**src/rtl/instruction_fetch_unit_if.sv**
```systemverilog
// Instruction-memory port of the fetch stage: address/strobe out, asynchronous read data back.
interface instruction_fetch_unit_if;
  logic [15:0] IF_imemAddr;
  logic        IF_imemRead;
  logic [15:0] IF_imemData;

  modport master (output IF_imemAddr, output IF_imemRead, input IF_imemData);
  modport slave  (input IF_imemAddr, input IF_imemRead, output IF_imemData);
endinterface

```
**src/rtl/instruction_fetch_unit.sv**
```systemverilog
// IF stage: PC register, IF/ID pipeline register, and saturating fetch/bubble counters.
module instruction_fetch_unit #(
  parameter logic [15:0] RESET_PC  = 16'h0000,
  parameter logic [15:0] NOP_INSTR = 16'h0800
) (
  input  logic                       clk,
  input  logic                       rst,
  input  logic                       IF_stall,
  input  logic                       IF_branchTaken,
  input  logic [15:0]                IF_branchTarget,
  input  logic                       IF_memConflict,
  instruction_fetch_unit_if.master   imem,
  output logic [15:0]                IF_instruction,
  output logic [15:0]                IF_pcPlus1,
  output logic                       IF_valid,
  output logic [15:0]                IF_fetchCount,
  output logic [15:0]                IF_bubbleCount
);

  logic [15:0] r_pc;
  logic [15:0] r_instr;
  logic [15:0] r_pc_plus1;
  logic        r_valid;
  logic [15:0] r_fetch_count;
  logic [15:0] r_bubble_count;

  logic [15:0] w_pc_next;
  logic [15:0] w_instr_next;
  logic [15:0] w_pc_plus1_next;
  logic        w_valid_next;
  logic [15:0] w_fetch_count_next;
  logic [15:0] w_bubble_count_next;
  logic [15:0] w_fetch_inc;
  logic [15:0] w_bubble_inc;

  assign w_fetch_inc  = (r_fetch_count  == 16'hFFFF) ? r_fetch_count  : r_fetch_count  + 16'd1;
  assign w_bubble_inc = (r_bubble_count == 16'hFFFF) ? r_bubble_count : r_bubble_count + 16'd1;

  // Stall outranks redirect and conflict; a redirect absorbs a simultaneous conflict.
  always_comb begin
    w_pc_next           = r_pc;
    w_instr_next        = r_instr;
    w_pc_plus1_next     = r_pc_plus1;
    w_valid_next        = r_valid;
    w_fetch_count_next  = r_fetch_count;
    w_bubble_count_next = r_bubble_count;
    if (IF_stall) begin
      w_pc_next = r_pc;
    end else if (IF_branchTaken) begin
      w_pc_next           = IF_branchTarget;
      w_instr_next        = NOP_INSTR;
      w_pc_plus1_next     = 16'h0000;
      w_valid_next        = 1'b0;
      w_bubble_count_next = w_bubble_inc;
    end else if (IF_memConflict) begin
      w_instr_next        = NOP_INSTR;
      w_pc_plus1_next     = 16'h0000;
      w_valid_next        = 1'b0;
      w_bubble_count_next = w_bubble_inc;
    end else begin
      w_pc_next          = r_pc + 16'd1;
      w_instr_next       = imem.IF_imemData;
      w_pc_plus1_next    = r_pc + 16'd1;
      w_valid_next       = 1'b1;
      w_fetch_count_next = w_fetch_inc;
    end
  end

  always_ff @(posedge clk) begin
    if (!rst) begin
      r_pc           <= RESET_PC;
      r_instr        <= NOP_INSTR;
      r_pc_plus1     <= 16'h0000;
      r_valid        <= 1'b0;
      r_fetch_count  <= 16'h0000;
      r_bubble_count <= 16'h0000;
    end else begin
      r_pc           <= w_pc_next;
      r_instr        <= w_instr_next;
      r_pc_plus1     <= w_pc_plus1_next;
      r_valid        <= w_valid_next;
      r_fetch_count  <= w_fetch_count_next;
      r_bubble_count <= w_bubble_count_next;
    end
  end

  assign imem.IF_imemAddr = r_pc;
  assign imem.IF_imemRead = rst & ~IF_stall & ~IF_memConflict & ~IF_branchTaken;
  assign IF_instruction   = r_instr;
  assign IF_pcPlus1       = r_pc_plus1;
  assign IF_valid         = r_valid;
  assign IF_fetchCount    = r_fetch_count;
  assign IF_bubbleCount   = r_bubble_count;

endmodule

```
**src/flat_wrapper.sv**
```systemverilog
// flat-port wrapper written by rule: the top's interface ports become plain ports
module instruction_fetch_unit_flat 
#(
  parameter logic [15:0] RESET_PC  = 16'h0000,
  parameter logic [15:0] NOP_INSTR = 16'h0800
)
  (clk, rst, IF_stall, IF_branchTaken, IF_branchTarget, IF_memConflict, IF_instruction, IF_pcPlus1, IF_valid, IF_fetchCount, IF_bubbleCount, imem_IF_imemAddr, imem_IF_imemRead, imem_IF_imemData);
  instruction_fetch_unit_if imem_i ();
  input  logic clk;
  input  logic rst;
  input  logic IF_stall;
  input  logic IF_branchTaken;
  input  logic [15:0] IF_branchTarget;
  input  logic IF_memConflict;
  output logic [15:0] IF_instruction;
  output logic [15:0] IF_pcPlus1;
  output logic IF_valid;
  output logic [15:0] IF_fetchCount;
  output logic [15:0] IF_bubbleCount;
  output wire logic [$bits(imem_i.IF_imemAddr)-1:0] imem_IF_imemAddr;
  output wire logic [$bits(imem_i.IF_imemRead)-1:0] imem_IF_imemRead;
  input wire logic [$bits(imem_i.IF_imemData)-1:0] imem_IF_imemData;
  assign imem_IF_imemAddr = imem_i.IF_imemAddr;
  assign imem_IF_imemRead = imem_i.IF_imemRead;
  assign imem_i.IF_imemData = imem_IF_imemData;
  instruction_fetch_unit #(.RESET_PC(RESET_PC), .NOP_INSTR(NOP_INSTR)) u_core (.clk(clk), .rst(rst), .IF_stall(IF_stall), .IF_branchTaken(IF_branchTaken), .IF_branchTarget(IF_branchTarget), .IF_memConflict(IF_memConflict), .imem(imem_i), .IF_instruction(IF_instruction), .IF_pcPlus1(IF_pcPlus1), .IF_valid(IF_valid), .IF_fetchCount(IF_fetchCount), .IF_bubbleCount(IF_bubbleCount));
endmodule
```
**config.mk**
```make
export PLATFORM = sky130hd
export DESIGN_NAME = instruction_fetch_unit_flat
export DESIGN_NICKNAME = d
export VERILOG_FILES = /design/src/rtl/instruction_fetch_unit_if.sv /design/src/rtl/instruction_fetch_unit.sv /design/src/flat_wrapper.sv
export SDC_FILE = /design/constraint.sdc
export NUM_CORES = 1
export LEC_CHECK = 0
export ABC_AREA = 1
export ABC_CLOCK_PERIOD_IN_PS = 2000
export CAP_MARGIN = 15
export CORE_ASPECT_RATIO = 1.4
export CORE_MARGIN = 5
export CORE_UTILIZATION = 48
export CTS_CLUSTER_DIAMETER = 50
export CTS_CLUSTER_SIZE = 30
export DETAILED_ROUTE_END_ITERATION = 12
export PLACE_DENSITY_LB_ADDON = 0.25
export RECOVER_POWER = 100
export SLEW_MARGIN = 15
export SYNTH_ARGS = -nofsm -noshare
export SYNTH_HDL_FRONTEND = slang
export SYNTH_SLANG_ARGS = --single-unit
```
**constraint.sdc**
```tcl
create_clock -name clk -period 2 [get_ports clk]
set_clock_uncertainty 0.05 [all_clocks]
set_input_delay 0.4 -clock clk [delete_from_list [all_inputs] [get_ports clk]]
set_output_delay 0.4 -clock clk [all_outputs]
set_load 0.02 [all_outputs]
```
## After elaboration in Yosys (flattened, before gate mapping)

Cells that the tools add are included.

| storage, ports and cells | value |
|---|---|
| register bits after elaboration | 81 |
| input port bits | 37 |
| output and inout bits | 82 |
| logic and storage cells | 34 |

| operators by class | value |
|---|---|
| add/subtract/negate cells | 3 |
| equal/unequal tests | 3 |
| multiplexer cells | 11 |
| bitwise gates (word level) | 7 |
| reductions and logical operators | 4 |

Operators by type and width:

| cell | count |
|---|---|
| 2-to-1 mux 16 bit | 9 |
| adder 16 x 1 -> 16 bit, second input constant | 3 |
| == test 16 bit, second input constant | 2 |
| NOT 1 bit | 4 |
| AND reduction 2 bit | 2 |
| AND reduction 4 bit | 1 |
| AND 1 bit | 3 |
| 2-to-1 mux 1 bit | 2 |
| inequality test 2 bit, second input constant | 1 |
| nonzero test 2 bit | 1 |

## Logic depth before layout (Yosys ltp)

| logic depth | value |
|---|---|
| depth in word-level cells | 4 |
| mapped depth | 11 |
| mapped depth without buffers | 10 |

## Least setup slack after synthesis

OpenSTA, ideal clock, no wires.

| path | value |
|---|---|
| path kind | register to register |
| from | register u_core.r_bubble_count[0] (netlist: u_core.IF_bubbleCount[0]) |
| to | register u_core.r_bubble_count[10] (netlist: u_core.IF_bubbleCount[10]) |
| setup time | 110 ps |
| data arrival time | 1522 ps |
| data required time | 1840 ps |
| setup slack | 318 ps |
| cell stages (with the launch flop) | 12 |
| path buffers | 1 |
| clock period less this slack | 1682 ps |
| path through | dfxtp_1 ha_1 inv_1 nor2_4 nand2_4 nor2_4 nand2_2 clkbuf_8 nand3_1 nand2_1 inv_1 nor2_1 |

| between the ends | value |
|---|---|
| word-level cells in the longest chain between the ends | 4 |
| elaborated cells between the ends (all ways) | 5 |
| those cells by class | add/sub (1); eq/ne (1); mux (3) |

Ends and longest elaborated chain:

| element | line | source |
|---|---|---|
| from (decl) | instruction_fetch_unit.sv:25 | `logic [15:0] r_bubble_count;` |
| from (signal assigned) | instruction_fetch_unit.sv:83 | `r_bubble_count <= w_bubble_count_next;` |
| adder 16 x 1 -> 16 bit or == test 16 bit (tied branches) | instruction_fetch_unit.sv:37 | `assign w_bubble_inc = (r_bubble_count == 16'hFFFF) ? r_bubble_count : r_bubble_count + 16'd1;` |
| 2-to-1 mux 16 bit (*) | instruction_fetch_unit.sv:37 |  |
| 2-to-1 mux 16 bit | instruction_fetch_unit.sv:55 | `end else if (IF_memConflict) begin` |
| 2-to-1 mux 16 bit (*) | instruction_fetch_unit.sv:49 | `end else if (IF_branchTaken) begin` |

Mark *: on every way between the ends. The rest lies on a longest branch, timed or not. The select of a mux whose other input is x is not followed.
A chain may end at the register's enable or synchronous reset.

## Worst setup path in the final report

| path | value |
|---|---|
| from | input port IF_branchTaken |
| to | output port imem_IF_imemRead |

| between the ends | value |
|---|---|
| word-level cells in the longest chain between the ends | 2 |

Ends and longest elaborated chain:

| element | line | source |
|---|---|---|
| from (decl) | flat_wrapper.sv:12 | `input logic IF_branchTaken;` |
| NOT 1 bit | instruction_fetch_unit.sv:88 | `assign imem.IF_imemRead = rst & ~IF_stall & ~IF_memConflict & ~IF_branchTaken;` |
| AND 1 bit | instruction_fetch_unit.sv:88 |  |
| to (decl) | flat_wrapper.sv:21 | `output wire logic [$bits(imem_i.IF_imemRead)-1:0] imem_IF_imemRead;` |

Every way passes these cells.

==> impl_metrics.env <==
export IMPL_syn_inst=588
export IMPL_placedCellCount=800
export IMPL_area_growth_pct=38.5
export IMPL_fmax_mhz=518
export IMPL_dieArea_um2=10600
export IMPL_reg2reg_slack_ns=0.17
export IMPL_num_antenna_cells=0
export IMPL_synth_top_cell_by_area="dfxtp_1"
export IMPL_p_leak_nw=2.35
export IMPL_cp_start_kind="input port"
export IMPL_required_ns=1.55
export IMPL_place_congestion=0.872
export IMPL_crit_type="input port to output port"
export IMPL_first_iter_violations=159
export IMPL_n_fill_cell=748
export IMPL_synthAdderAreaFrac_pct=0.909
export IMPL_r2r_start="u_core.imem.IF_imemAddr[0]"
export IMPL_hp_class="flip-flop to flip-flop"
export IMPL_cts_root_buf="clkbuf_16"
export IMPL_crit_buf_inv=2
export IMPL_initial_core_util_pct=48.5
export IMPL_synth_ff_type="dfxtp_1"
export IMPL_wl_per_cell_um=14.5
export IMPL_io_buffers=118
export IMPL_slew_violations=0
export IMPL_relSlewSlack_pct=63.3
export IMPL_final_common_cell="nand2_1"
export IMPL_drtAntennaViolNets=0
export IMPL_cp_depth=5
export IMPL_rsz0062_at_grt="false"
export IMPL_final_cell_mix="nand2_1, dfxtp_1, nor2_1"
export IMPL_cp_endpoint="imem_IF_imemRead"
export IMPL_yosysWarnings=0
export IMPL_cp_arrival_ns=1.48
export IMPL_cp_startpoint="IF_branchTaken"
export IMPL_outcome="completed"
export IMPL_reg2reg_to="u_core.imem.IF_imemAddr[12]"
export IMPL_drtPass1Iterations=5
export IMPL_end_kind="output port"
export IMPL_path_cells="clkdlybuf4s50_1, nor2_1, nand2_1, nor2_2, clkbuf_2"
export IMPL_final_cells=816
export IMPL_core_rowCount=40
export IMPL_clkLatencyLatePin_ns=0.33
export IMPL_yosys_register_bits=81
export IMPL_place_area_um2=5400
export IMPL_final_area_um2=5720
export IMPL_dieWidth_um=88.4
export IMPL_cts_buffer_depth=2
export IMPL_crit_slowest_cell="clkdlybuf4s50_1"
export IMPL_yosysSeqAreaShare_pct=39.3
export IMPL_grt_pass1_vias=4192
export IMPL_cts_made_buffers=9
export IMPL_hold_viol_final=0
export IMPL_placeableCoreArea_um2=8510
export IMPL_drc=0
export IMPL_synthSimpleGateAreaFrac_pct=33.3
export IMPL_htreeDepth=3
export IMPL_finalPower_mw=4.05
export IMPL_grt_ovfl_total=0
export IMPL_hold_slack_ns=0.413
export IMPL_ys_types=35
export IMPL_post_place_ws_ns=-0.324
export IMPL_fin_crit_ns=1.93
export IMPL_synth_nets=628
export IMPL_syn_cell_area_um2=4130
export IMPL_synth_top_family_by_area="simple AND/OR/NAND/NOR gates"
export IMPL_synth_xor_area_share_pct=2.97
export IMPL_cts_sinks=81
export IMPL_synth_compound_area_share_pct=15.9
export IMPL_grt_antenna_before_repair=0
export IMPL_worst_slew_pin_slew_ns=0.551
export IMPL_worstHoldStart="u_core.IF_pcPlus1[7]"
export IMPL_hpwl_um=8480
export IMPL_ioPinCount=119
export IMPL_setup_slack_ns=0.0684
export IMPL_synth_async_reset_ratio_pct=0
export IMPL_ys_top_cells_by_area="dfxtp_1, nand2_1, nor2_1"
export IMPL_synth_edf_count=0
export IMPL_synth_top_area_share_pct=39.3
export IMPL_vias_per_cell=5.36
export IMPL_drive_gt1_share_pct=7.03
export IMPL_grtUsageTotal_pct=22.9
export IMPL_tritoncts="yes"
export IMPL_cellPowerDensity_nw_per_um2=709
export IMPL_nNetsFinal=746
export IMPL_reg2reg_depth=7
export IMPL_vias=4377
export IMPL_synth_area_per_cell_um2=7.02
export IMPL_cp_top_family="buffers and inverters"
export IMPL_irDropWorstVdd_mv=0.581
export IMPL_finalSetupViolCount=0
export IMPL_fp_dieH_um=120
export IMPL_critPathMaxFanout=2
export IMPL_grt_pass1_wl_um=19500
export IMPL_period_share_pct=96.6
export IMPL_path_clk_slew_ns=0.06
export IMPL_synth_mux_area_share_pct=0
export IMPL_maxCapViolCount=0
export IMPL_grt_max_degree=56
export IMPL_wirelength_um=11800
export IMPL_slowest_delay_ns=0.42
## state kept, by name, summed over array words and instances, names as in the netlist
signal and cells:
u_core.IF_pcPlus1 16, u_core.IF_fetchCount 16, u_core.IF_bubbleCount 16, u_core.IF_instruction 16
u_core.imem.IF_imemAddr 16, u_core.IF_valid 1
## power by group
group          leakage [nW]  switching (mW)  internal [mW]  total, mW
clock                 0.166           0.651           1.25       1.90
combinational          1.53           0.242          0.196      0.438
sequential            0.658          0.0508           1.66       1.71
total                  2.35           0.944           3.11       4.05
## how the worst min path moves through the flow
stage / slack, ns / to / depth (start not counted)
detailed placement: 0.41 / u_core.IF_pcPlus1[7] / 2
global route: 0.44 / u_core.IF_pcPlus1[7] / 2
global placement: 0.41 / u_core.IF_pcPlus1[2] / 2
finish: 0.41 / u_core.IF_pcPlus1[7] / 2
CTS: 0.42 / u_core.IF_pcPlus1[7] / 2
floorplan: 0.48 / u_core.IF_instruction[0] / 1
## tightest hold or removal path, cell delays in order (launching register included)
cell,delay [ns]
dfxtp_1,0.30
nand3_1,0.07
nand2_1,0.05
## per-stage QoR
step                      TNS, ns  util [%]
after floorplan                 0         -
after global placement     -0.643      63.5
after detailed placement    -2.51      63.5
after CTS                       0      67.5
after global routing            0      67.2
final                           0      67.2
## cell type report
| class | instances | area [µm²] | share of cell area (%) |
|---|---|---|---|
| inverter | 43 | 163 | 2.84 |
| clock buffer | 11 | 243 | 4.25 |
| clock inverter | 5 | 103 | 1.79 |
| timing repair buffer | 133 | 1270 | 22.3 |
| sequential | 81 | 1620 | 28.4 |
| multi-input combinational | 438 | 2180 | 38.2 |
| tap | 105 | 131 | 2.30 |
## cells by family (layout without fill, tap and decap cells)
group / count (synthesis) / in the layout
xor+xnor: 14 / 14
flops: 81 / 81
simple gates: 316 / 316
compound gates: 105 / 105
fa+ha+maj: 3 / 3
buf+inv: 69 / 192
## timing repair
action / 4_1_cts / 5_1_grt
gates resized for setup: 3 / 2
hold buffers: 0 / 0
endpoints found under the setup margin: 1 / 4
buffers inserted: 0 / 0
gates cloned: 0 / 0
## synthesized netlist by cell type, types with 2 or more instances
cell type    n
ha_1         3
nand2_1    166
dfxtp_1     81
a32o_1      18
buf_1        2
a21oi_2      4
nor2_1      71
inv_1       40
a21oi_1     44
buf_2        7
nand3_1     46
nand2_2      5
a31oi_1      2
buf_4        3
xor2_1       7
nand3b_1     5
xnor2_1      7
o21a_1       2
nor2_2       2
nor2_4       7
nand2_4      2
clkbuf_1    11
o21ai_0     29
nand4_1     11
o21bai_1     3
## routing by layer
metal	wire length (µm)	vias up	part of all wire, %	track usage (%)
met3	853	21	7.2	5.84
met2	6060	148	51	39.2
met5	0	-	0	0
met4	232	0	2.0	8.41
li1	-	2180	-	-
met1	4700	2028	40	27.0
No activity file was read; power rests on OpenSTA's default activity.
